## src/rtl/pe_stream_sender_pkg.sv

```systemverilog
// Shared definitions for the PE stream sender: FSM encoding and stream bus geometry.
package pe_stream_sender_pkg;

    typedef enum logic [1:0] {
        ST_IDLE = 2'd0,
        ST_RUN  = 2'd1,
        ST_DONE = 2'd2
    } state_t;

    // Width of the {enable, data} bus presented to a PE input port.
    function automatic int stream_w(input int lanes, input int data_size);
        return lanes * data_size + 1;
    endfunction

    // Bit position of the enable flag (MSB of the stream bus).
    function automatic int en_bit(input int lanes, input int data_size);
        return lanes * data_size;
    endfunction

endpackage

```

## src/rtl/pe_stream_sender_fifo.sv

```systemverilog
// Small synchronous prefetch FIFO; the head word is visible combinationally on o_head.
module stream_fifo #(
    parameter int WIDTH = 8,
    parameter int DEPTH = 4
) (
    input  logic                   clk,
    input  logic                   i_rst_n,
    input  logic                   i_push,
    input  logic [WIDTH-1:0]       i_data,
    input  logic                   i_pop,
    output logic [WIDTH-1:0]       o_head,
    output logic [$clog2(DEPTH):0] o_count,
    output logic                   o_full,
    output logic                   o_empty
);
    localparam int AW = $clog2(DEPTH);

    logic [WIDTH-1:0] r_mem [DEPTH];
    logic [AW-1:0]    r_wr_ptr;
    logic [AW-1:0]    r_rd_ptr;
    logic [AW:0]      r_count;
    logic             w_push;
    logic             w_pop;

    assign o_empty = (r_count == '0);
    assign o_full  = (r_count == (AW+1)'(DEPTH));
    assign o_count = r_count;
    assign o_head  = r_mem[r_rd_ptr];

    // A push into a full FIFO is only allowed when the head leaves in the same cycle.
    assign w_pop  = i_pop && !o_empty;
    assign w_push = i_push && (!o_full || w_pop);

    always_ff @(posedge clk or negedge i_rst_n) begin
        if (!i_rst_n) begin
            r_wr_ptr <= '0;
            r_rd_ptr <= '0;
            r_count  <= '0;
        end else begin
            if (w_push) r_wr_ptr <= r_wr_ptr + AW'(1);
            if (w_pop)  r_rd_ptr <= r_rd_ptr + AW'(1);
            case ({w_push, w_pop})
                2'b10:   r_count <= r_count + (AW+1)'(1);
                2'b01:   r_count <= r_count - (AW+1)'(1);
                default: r_count <= r_count;
            endcase
        end
    end

    always_ff @(posedge clk) begin
        if (w_push) r_mem[r_wr_ptr] <= i_data;
    end

endmodule

```

## src/rtl/pe_stream_sender.sv

```systemverilog
// Streams a burst of GLB words into one PE input port, prefetching through a small FIFO
// so a word can be offered every cycle the PE is ready.
module pe_stream_sender
    import pe_stream_sender_pkg::*;
#(
    parameter int DATA_SIZE  = 8,
    parameter int LANES      = 1,
    parameter int FIFO_DEPTH = 4,
    parameter int ADDR_BIT   = 16,
    parameter int LEN_BIT    = 12
) (
    input  logic                                   clk,
    input  logic                                   rst,
    input  logic                                   start,
    input  logic [ADDR_BIT-1:0]                    base_addr,
    input  logic [LEN_BIT-1:0]                     burst_len,
    output logic                                   busy,
    output logic                                   done,
    output logic                                   src_req,
    output logic [ADDR_BIT-1:0]                    src_addr,
    input  logic                                   src_rvalid,
    input  logic [LANES*DATA_SIZE-1:0]             src_rdata,
    output logic [stream_w(LANES, DATA_SIZE)-1:0]  stream_out,
    input  logic                                   stream_ready,
    output state_t                                 dbg_state
);
    localparam int DW = LANES * DATA_SIZE;
    localparam int CW = $clog2(FIFO_DEPTH) + 1;

    state_t             r_state;
    state_t             w_state_nxt;
    logic [ADDR_BIT-1:0] r_base;
    logic [LEN_BIT-1:0]  r_len;
    logic [LEN_BIT-1:0]  r_issued;
    logic [LEN_BIT-1:0]  r_accepted;
    logic [LEN_BIT-1:0]  w_acc_nxt;
    logic                r_inflight;
    logic                w_push;
    logic                w_pop;
    logic                w_req;
    logic                w_empty;
    logic                w_full;
    logic [CW-1:0]       w_count;
    logic [CW:0]         w_used;
    logic [DW-1:0]       w_head;

    stream_fifo #(
        .WIDTH (DW),
        .DEPTH (FIFO_DEPTH)
    ) u_fifo (
        .clk     (clk),
        .i_rst_n (rst),
        .i_push  (w_push),
        .i_data  (src_rdata),
        .i_pop   (w_pop),
        .o_head  (w_head),
        .o_count (w_count),
        .o_full  (w_full),
        .o_empty (w_empty)
    );

    assign w_pop     = !w_empty && stream_ready;
    assign w_push    = src_rvalid && (r_state == ST_RUN);
    assign w_acc_nxt = r_accepted + LEN_BIT'(w_pop);

    // Slots committed after this cycle if a new request goes out: a word leaving the head
    // this cycle already frees its slot.
    assign w_used = (CW+1)'(w_count) + (CW+1)'(r_inflight) + (CW+1)'(1) - (CW+1)'(w_pop);

    assign w_req = (r_state == ST_RUN) && (r_issued < r_len)
                && (w_used <= (CW+1)'(FIFO_DEPTH)) && !(w_full && !w_pop);

    assign src_req    = w_req;
    assign src_addr   = w_req ? (r_base + ADDR_BIT'(r_issued)) : '0;
    assign stream_out = w_empty ? '0 : {1'b1, w_head};
    assign dbg_state  = r_state;

    always_comb begin
        w_state_nxt = r_state;
        busy        = 1'b0;
        done        = 1'b0;
        case (r_state)
            ST_IDLE: if (start) w_state_nxt = ST_RUN;
            ST_RUN: begin
                busy = 1'b1;
                if ((r_issued == r_len) && (w_acc_nxt == r_len)) w_state_nxt = ST_DONE;
            end
            ST_DONE: begin
                done        = 1'b1;
                w_state_nxt = ST_IDLE;
            end
            default: w_state_nxt = ST_IDLE;
        endcase
    end

    always_ff @(posedge clk or negedge rst) begin
        if (!rst) begin
            r_state    <= ST_IDLE;
            r_base     <= '0;
            r_len      <= '0;
            r_issued   <= '0;
            r_accepted <= '0;
            r_inflight <= 1'b0;
        end else begin
            r_state    <= w_state_nxt;
            // Read latency is exactly one cycle, so a request is in flight only for one cycle.
            r_inflight <= w_req;
            if ((r_state == ST_IDLE) && start) begin
                r_base     <= base_addr;
                r_len      <= burst_len;
                r_issued   <= '0;
                r_accepted <= '0;
            end else begin
                if (w_req) r_issued <= r_issued + LEN_BIT'(1);
                r_accepted <= w_acc_nxt;
            end
        end
    end

endmodule

```

## config.mk

```make
export PLATFORM = sky130hd
export DESIGN_NAME = pe_stream_sender
export DESIGN_NICKNAME = d
export VERILOG_FILES = /design/src/rtl/pe_stream_sender_pkg.sv /design/src/rtl/pe_stream_sender_fifo.sv /design/src/rtl/pe_stream_sender.sv
export SDC_FILE = /design/constraint.sdc
export NUM_CORES = 1
export LEC_CHECK = 0
export CORE_MARGIN = 2
export CORE_UTILIZATION = 55
export DETAILED_ROUTE_END_ITERATION = 8
export MAX_ROUTING_LAYER = met4
export PLACE_DENSITY = 0.91
export SYNTH_ARGS = -nofsm -noshare
export SYNTH_HDL_FRONTEND = slang
export SYNTH_HIERARCHICAL = 1
export SYNTH_SLANG_ARGS = --single-unit
export TNS_END_PERCENT = 100
```

## constraint.sdc

```tcl
create_clock -name clk -period 8.1 [get_ports clk]
set_input_delay 1.62 -clock clk [delete_from_list [all_inputs] [get_ports clk]]
set_output_delay 1.62 -clock clk [all_outputs]
set_load 0.05 [all_outputs]
```

## After elaboration in Yosys (flattened, before gate mapping)

Memory sizes are Yosys's and may differ from the RTL's.
Index checks and enable logic that the tools add are counted.

| operators by class | value |
|---|---|
| reduce and logical (&&, ||, !) cells | 20 |
| $add $sub $neg | 10 |
| multiplexer cells | 13 |
| $lt $le $gt $ge | 2 |
| equal/unequal tests | 9 |

Operator list:

| kind | count |
|---|---|
| $mux W12 | 3 |
| $eq A12 B12 Y1 | 2 |
| $add A16 B12 Y16 | 1 |
| $mux W16 | 1 |
| $add A12 B1 Y12 | 1 |
| $add A12 B1 Y12 const B | 1 |
| $lt A12 B12 Y1 | 1 |
| $logic_and A1 B1 Y1 | 10 |
| $mux W9 | 1 |
| $pmux W3 S2 | 1 |
| $add A2 B1 Y2 const B | 2 |
| $add A3 B1 Y4 | 1 |
| $add A4 B1 Y4 const B | 1 |
| $eq A2 B1 Y1 const B | 2 |
| $eq A2 B2 Y1 const B | 2 |
| $le A4 B3 Y1 const B | 1 |
| $logic_not A1 Y1 | 4 |
| $mux W1 | 4 |
| $mux W2 | 2 |
| $pmux W2 S2 | 1 |
| $reduce_bool A2 Y1 | 2 |
| $sub A4 B1 Y4 | 1 |
| $add A3 B1 Y3 const B | 1 |
| $eq A3 B3 Y1 const B | 1 |
| other kinds (7) | 7 |

| storage, ports and cells | value |
|---|---|
| flip-flop bits (word level) | 62 |
| output and inout bits | 30 |
| input port bits | 41 |
| word-level logic and storage cells | 64 |
| memories kept | 1 |
| bits in writable memories | 32 |

Memory list:

| name | words | width | rd ports | clocked after memory_dff | write ports | line | RTL |
|---|---|---|---|---|---|---|---|
| u_fifo.r_mem | 4 | 8 | 1 | 0 | 1 | pe_stream_sender_fifo.sv:18 | `logic [WIDTH-1:0] r_mem [DEPTH];` |

## Longest topological paths before layout

Gate-level depths: netlist (run 1).

| depth | value |
|---|---|
| word-level depth | 9 |
| gate-level depth with buffers | 15 |
| gate-level depth less buffers | 14 |

## Hierarchy

Netlist (run 1), hierarchy kept.

By module, submodules not included:

| module | area an instance (um^2) | cells an instance | seq. area each (um^2) | instances |
|---|---|---|---|---|
| pe_stream_sender | 3786.1 | 443 | 1376.3 | 1 |
| stream_fifo | 1669.1 | 94 | 1136.1 | 1 |

## Least setup slack after synthesis (run 1)

OpenSTA, ideal clock, no wires.

| timing path | value |
|---|---|
| path kind | in2out |
| from | input port stream_ready |
| to | output port src_addr[4] |
| arrival | 4979 ps |
| required time | 6480 ps |
| path buffers | 1 |
| stages | 12 |
| slack | 1501 ps |
| cell sequence | nor2b_1 -> fa_1 -> inv_1 -> ha_1 -> ha_1 -> nor2b_1 -> a2111oi_4 -> o211ai_1 -> a311oi_2 -> nand2_2 -> clkbuf_1 -> a211oi_1 |

| between the ends | value |
|---|---|
| word-level cells in the longest chain between the ends | 6 |
| elaborated cells on any way between the ends | 9 |
| classes of those cells | 1 x add/sub; 1 x order compare; 1 x mux; 6 x reduce/logical |

Ends and longest elaborated chain:

| item | line | RTL |
|---|---|---|
| start, declared | pe_stream_sender.sv:24 | `input logic stream_ready,` |
| $logic_and A1 B1 Y1 (*) | pe_stream_sender.sv:62 | `assign w_pop = !w_empty && stream_ready;` |
| $sub A4 B1 Y4 or $logic_not A1 Y1 (tied branches) | pe_stream_sender.sv:68, pe_stream_sender.sv:71 |  |
| $le A4 B3 Y1 or $logic_and A1 B1 Y1 (tied branches) | pe_stream_sender.sv:71 | `&& (w_used <= (CW+1)'(FIFO_DEPTH)) && !(w_full && !w_pop);` |
| $logic_and A1 B1 Y1 or $logic_not A1 Y1 (tied branches) | pe_stream_sender.sv:71 |  |
| $logic_and A1 B1 Y1 (*) | pe_stream_sender.sv:71 |  |
| $mux W16 (*) | pe_stream_sender.sv:74 | `assign src_addr = w_req ? (r_base + ADDR_BIT'(r_issued)) : '0;` |
| end, declared | pe_stream_sender.sv:20 | `output logic [ADDR_BIT-1:0] src_addr,` |

Every way passes the cells marked *; elsewhere a longest branch is shown, timed or not.

## Worst setup path after layout (run 1)

| timing path | value |
|---|---|
| from | input port stream_ready |
| to | output port src_req |

| between the ends | value |
|---|---|
| word-level cells in the longest chain between the ends | 5 |
| elaborated cells on any way between the ends | 8 |
| classes of those cells | 1 x add/sub; 1 x order compare; 6 x reduce/logical |

Ends and longest elaborated chain:

| item | line | RTL |
|---|---|---|
| $logic_and A1 B1 Y1 (*) | pe_stream_sender.sv:62 |  |
| net w_pop | pe_stream_sender.sv:39 | `logic w_pop;` |
| $sub A4 B1 Y4 or $logic_not A1 Y1 (tied branches) | pe_stream_sender.sv:68, pe_stream_sender.sv:71 |  |
| $le A4 B3 Y1 or $logic_and A1 B1 Y1 (tied branches) | pe_stream_sender.sv:71 |  |
| $logic_and A1 B1 Y1 or $logic_not A1 Y1 (tied branches) | pe_stream_sender.sv:71 |  |
| $logic_and A1 B1 Y1 (*) | pe_stream_sender.sv:71 |  |
| end, declared | pe_stream_sender.sv:19 | `output logic src_req,` |

The timed path passes the listed nets; every way through them passes the cells marked *.

==> results of run 1 <==
## flip-flops by register name, summed over array words and instances (netlist names)
| register | cells |
|---|---|
| r_accepted | 12 |
| r_len | 12 |
| r_inflight | 1 |
| u_fifo/o_count | 3 |
| u_fifo/r_mem | 32 |
| r_issued | 12 |
| dbg_state | 2 |
| u_fifo/r_rd_ptr | 2 |
| r_base | 16 |
| u_fifo/r_wr_ptr | 2 |
## logic make-up (layout without fill, tap and decap cells)
logic type                 after synthesis  after routing  synth area share [%]
buffers and inverters                   54            120                  4.45
muxes                                   15             15                  4.68
and+or+nand+nor                        205            205                  18.3
DFF                                     94             94                  46.1
xor gates and xnor gates                35             35                  5.62
AOI/OAI and AO/OA                       98             98                  12.3
adders and majority gates               36             36                  8.67
## power by group
| group | leakage, nW | internal (mW) | switching, mW |
|---|---|---|---|
| clock network | 0.0982 | 0.146 | 0.182 |
| registers | 1.05 | 0.584 | 0.114 |
| logic | 1.66 | 0.379 | 0.600 |
## layout make-up
class | instances | area (µm²)
inverters | 31 | 116
well taps | 133 | 166
multi-input cells | 389 | 2700
fillers | 741 | 3270
clock buffers | 9 | 124
clock inverters | 7 | 78.8
flip-flops and latches | 94 | 2510
repair buffers | 73 | 716
## stage by stage
| stage | setup slack, ns | instances | power, mW | utilization (%) |
|---|---|---|---|---|
| 2_1_floorplan | 1.50 | 537 | 1.40 | - |
| 3_3_place_gp | 1.03 | 720 | 1.62 | 64.1 |
| 3_5_place_dp | 0.977 | 720 | 1.67 | 64.1 |
| 4_1_cts | 0.951 | 736 | 2.01 | 66.2 |
| 5_1_grt | 0.719 | 736 | 2.11 | 66.2 |
| 6_report | 0.914 | 736 | 2.01 | 66.2 |
## synthesized netlist by cell type (15+ instances only)
cell type	number	share of area (%)
o21ai_0	25	2.3
nor2b_1	16	1.8
inv_1	31	2.1
edfxtp_1	32	18
xor2_1	15	2.4
dfrtp_1	62	28
ha_1	33	7.6
nand2_1	83	5.7
nor2_1	38	2.6
a21oi_1	19	1.7
xnor2_1	20	3.2
## cell usage in the layout (no fill, tap or decap), types with 16 or more instances in the layout
cell             instances
dfrtp_1                 62
nand2_1                 83
o21ai_0                 25
a21oi_1                 19
clkdlybuf4s50_1         68
nor2b_1                 16
inv_1                   31
nor2_1                  38
edfxtp_1                32
xnor2_1                 20
ha_1                    33
## how the worst min path moves through the flow
stage,from,to,slack [ns],depth (start not counted)
after floorplan,r_base[0],r_base[0],0.45,2
after global placement,r_base[9],r_base[9],0.47,2
after detailed placement,r_base[6],r_base[6],0.48,2
after CTS,r_base[9],r_base[9],0.50,2
after global routing,r_base[6],r_base[6],0.52,2
final,r_base[6],r_base[6],0.50,2
## per-layer routing
| layer | track usage [%] | part of all wire, % | wire (µm) |
|---|---|---|---|
| met5 | - | 0 | 0 |
| met1 | 29.9 | 43 | 5100 |
| met4 | 8.30 | 1.8 | 215 |
| met3 | 4.59 | 6.3 | 747 |
| met2 | 38.3 | 49 | 5890 |
## worst min-delay path: cells and delay by family, from the launching register on
family | cells | cell delay, ns
simple gates | 2 | 0.10
flops | 1 | 0.36
==> impl_metrics.yaml, run 1 <==
route:
  drc: 0
  first_pass_iters: 7
  wl_per_cell_um: 16.2
  drt_wl_total_mm: 11.9
  drtIter0Drc: 254
  via_per_inst: 5.72
  vias: 4210
  ant_nets: 0
power_and_ir_drop:
  p_leak_nw: 2.81
  vdd_drop_max_v: 0.000217
  powerDensity_nw_per_um2: 313
critical_path:
  crit_fanout: 26
  rr_worst_depth: 14
  cp_top_family: "buffers and inverters"
  path_class: "in -> out"
  cp_slowest_cell: "clkdlybuf4s50_1"
  start_kind: "input port"
  worstSetupPathDepth: 13
  startpoint: "stream_ready"
  cp_data_required_time_ns: 6.48
  r2r-start: "u_fifo/o_count[2]"
  arrival_ns: 5.57
  critPathBufInv: 4
  cp_cell_sequence: "clkdlybuf4s50_1 -> nor2b_1 -> fa_1 -> inv_1 -> ha_1 -> ha_1 -> nor2b_1 -> a2111oi_4 -> o211ai_1 -> a311oi_2 -> nand2_2 -> inv_1 -> clkdlybuf4s50_1"
  slowest_delay_ns: 0.86
  worstSetupEndpointType: "output port"
  r2r-end: "r_issued[5]"
  cp-endpoint: "src_req"
  r2r_slack_ns: 4.17
floorplanning:
  core_um2: 9680
  dieArea_um2: 10700
  start_util_pct: 56.3
  ios: 71
  dieWidth_um: 104
  die_y_um: 104
  num_rows: 36
timing:
  period_needed_ns: 7.19
  hold_viol_final: 0
  finalSetupViolCount: 0
  grt_setup_unrepaired: "false"
  slew_viol_final: 0
  setup_tns_ns: 0
  fin_crit_sh_pct: 88.7
  max_freq_ghz: 0.139
  skew_ns: 0.0111
  maxSlewHeadroom_pct: 31.5
  hold_slack_ns: 0.497
  worstMarginPinSlew_ns: 1.03
yosys:
  synthCells: 537
  synth.yosys.seq_area_share_pct: 46.1
  synth_ff_type: "dfrtp_1"
  synth.distinct_cells: 63
  async_flop_share_pct: 66.0
  ys_ff_latch: 94
  synth.avg_cell_area_um2: 10.2
  synth_fp_nets: 614
  synth_area_um2: 5460
  synth_edf_count: 32
  synth_warnings: 6
min_path:
  hold_path.class: "reg -> reg"
finish:
  num-nets-final: 675
  syn_to_final_growth_pct: 17.6
  finalInstanceArea_um2: 6410
  diodes: 0
  drive_gt1_share_pct: 7.30
clock_tree:
  clock-sinks: 94
  cts.clk_slew.worst_paths_ns: 0.09
  clockBufferDepth: 2
  htree_levels: 3
  post-cts-setup-buffer-count: 0
  cts_resized: 0
  cts_tree: "built"
  ctsHoldBuffers: 0
  cts_inserted_buffers: 9
  cts_root_buf: "clkbuf_8"
  insertion_delay_ns: 0.37
status:
  run_status: "completed"
global_routing:
  grt_pass1_wl_mm: 19.9
  grt_pass1_vias: 4216
  grt_usage_pct: 23.6
  grt-ovfl-total: 0
  antenna_found_initial: 0
  grt_max_degree: 63
placed_design:
  post-dp-hpwl_mm: 8.45
  portBuffers: 70
  gp_congestion: 0.897
  place_area_um2: 6210
run:
  drv_cap: 0
(Power assumes the default switching activity.)
==> run 2, diff against run 1 <==
--- a/config.mk
+++ b/config.mk
@@ -10,6 +10,7 @@
 export DETAILED_ROUTE_END_ITERATION = 8
 export MAX_ROUTING_LAYER = met4
 export PLACE_DENSITY = 0.91
+export REMOVE_ABC_BUFFERS = 1
 export SYNTH_ARGS = -nofsm -noshare
 export SYNTH_HDL_FRONTEND = slang
 export SYNTH_HIERARCHICAL = 1
==> run 2 against run 1 <==
  * Combinational power about the same
  * Clock skew grew 0.0041 ns
  * Critical path type unchanged
  * Sequential share of layout area increased by 0.14 points
  * Clock power down 10%
  * Via count rose by 1.5%
  * Power decreased by 1.5%
  * Global-route usage rose by 0.51 points
  * Final area shrank 0.35%
  * Largest power group unchanged
  * Fmax decreased by 2.2%
  * Utilization fell by 0.23 points
==> impl_metrics.yaml, run 2 (synthesized netlist as in run 1, its figures left out) <==
status:
  run_status: "completed"
global_routing:
  gr-max-usage-layer: "met2"
  grt_pass1_vias: 4270
  grt_pass1_wl_mm: 20.3
  grt_util_met3_pct: 4.97
  gr-usage-met1_pct: 29.6
  grt_usage_pct: 24.1
  use_met2_pct: 40.2
  grt-ovfl-total: 0
  grt_max_degree: 63
  antenna_found_initial: 0
placed_design:
  portBuffers: 70
  post-dp-hpwl_mm: 8.41
  gp_congestion: 0.902
route:
  drt_wl_total_mm: 12.0
  drtIter0Drc: 367
  vias: 4274
  wl_per_cell_um: 16.2
  ant_nets: 0
  via_per_inst: 5.81
  drc: 0
  first_pass_iters: 5
floorplanning:
  die_y_um: 104
  num_rows: 36
  ios: 71
  dieWidth_um: 104
  dieArea_um2: 10700
  core_um2: 9680
  start_util_pct: 56.3
power_and_ir_drop:
  vdd_drop_max_v: 0.000297
  powerDensity_nw_per_um2: 309
  p_leak_nw: 2.80
  total_power_mw: 1.98
critical_path:
  critPathBufInv: 5
  cp_top_family: "buffers and inverters"
  cp_cell_sequence: "clkdlybuf4s50_1 -> nor2b_1 -> buf_4 -> fa_1 -> inv_1 -> ha_1 -> ha_1 -> nor2b_1 -> a2111oi_4 -> o211ai_1 -> a311oi_2 -> nand2_2 -> inv_1 -> clkdlybuf4s50_1"
  start_kind: "input port"
  startpoint: "stream_ready"
  worstSetupEndpointType: "output port"
  path_class: "in -> out"
  arrival_ns: 5.73
  rr_worst_depth: 15
  slowest_delay_ns: 0.86
  cp_slowest_cell: "clkdlybuf4s50_1"
  r2r-end: "r_issued[5]"
  crit_fanout: 26
  cp_data_required_time_ns: 6.48
  r2r_slack_ns: 3.92
  r2r-start: "u_fifo/o_count[2]"
timing:
  fin_crit_sh_pct: 90.8
  slew_viol_final: 0
  period_needed_ns: 7.35
  grt_setup_unrepaired: "false"
  maxSlewHeadroom_pct: 33.2
  max_freq_ghz: 0.136
  finalSetupViolCount: 0
  hold_slack_ns: 0.492
  skew_ns: 0.0152
  worstMarginPinSlew_ns: 1.00
  hold_viol_final: 0
  setup_tns_ns: 0
finish:
  fill_cells: 721
  syn_to_final_growth_pct: 17.2
  reg.largest.list: "u_fifo/r_mem: 32 flops, r_base: 16 flops"
  regMostFlops: "u_fifo/r_mem"
  regArea_um2: 2510
  multi_input_area_um2: 2700
  layout_commonest_cell: "nand2_1"
  largest_reg_flops: 32
  drive_gt1_share_pct: 7.13
  final_core_util_pct: 66.0
  diodes: 0
  num-nets-final: 675
  final_cell_mix: "nand2_1 (83), clkdlybuf4s50_1 (68), dfrtp_1 (62)"
clock_tree:
  cts_tree: "built"
  clock-sinks: 94
  htree_levels: 3
  cts_inserted_buffers: 9
  insertion_delay_ns: 0.37
  cts_resized: 0
  cts_root_buf: "clkbuf_8"
  post-cts-setup-buffer-count: 0
  cts.clk_slew.worst_paths_ns: 0.10
  clockBufferDepth: 2
  ctsHoldBuffers: 0
run:
  drv_cap: 0
min_path:
  min_from: "r_base[9]"
  hold_path.class: "reg -> reg"
  whs_endpoint: "r_base[9]"
  whs_path_depth: 2
[run 2: cell count changes in the layout (fill, tap and decap cells not counted), sizes merged]
cell    before  now
inv         34   33
bufinv       1    0
clkinv       1    3
[run 2: worst max path at each step]
stage               cells after the start          end
finish                                 14      src_req
global route                           14      src_req
CTS                                    14      src_req
detailed placement                     14      src_req
global placement                       14      src_req
floorplan                              11  src_addr[4]
[run 2: area by class of cell]
| class | instances | share of cell area (%) |
|---|---|---|
| Inverter | 31 | 1.82 |
| Timing Repair Buffer | 73 | 11.2 |
| Clock buffer | 9 | 1.94 |
| Sequential cell | 94 | 39.3 |
| Multi-Input combinational cell | 389 | 42.3 |
| Tap cell | 133 | 2.60 |
| Clock inverter | 7 | 0.881 |
[run 2: power breakdown]
group | switching [mW] | internal (mW) | leakage, nW
clock network | 0.180 | 0.115 | 0.0854
logic | 0.602 | 0.377 | 1.66
registers | 0.118 | 0.584 | 1.05
total | 0.900 | 1.08 | 2.80
[run 2: per-layer routing]
| metal | wire (µm) | part of all wire [%] |
|---|---|---|
| met5 | 0 | 0 |
| met1 | 5070 | 42 |
| met3 | 739 | 6.2 |
| met4 | 201 | 1.7 |
| met2 | 5940 | 50 |
[run 2: through the flow]
| stage | worst slack [ns] | area, µm² | std cells |
|---|---|---|---|
| after global placement | 0.961 | 6210 | 720 |
| after CTS | 0.829 | 6390 | 736 |
| final | 0.749 | 6390 | 736 |
| after global routing | 0.601 | 6390 | 736 |
| after floorplan | 1.16 | 5330 | 514 |
| after detailed placement | 0.810 | 6210 | 720 |
[run 2: worst min-delay path, stage by stage, from the launching register on]
cell and delay [ns]:
dfrtp_1 0.36, nand2_1 0.05, nand2_1 0.05
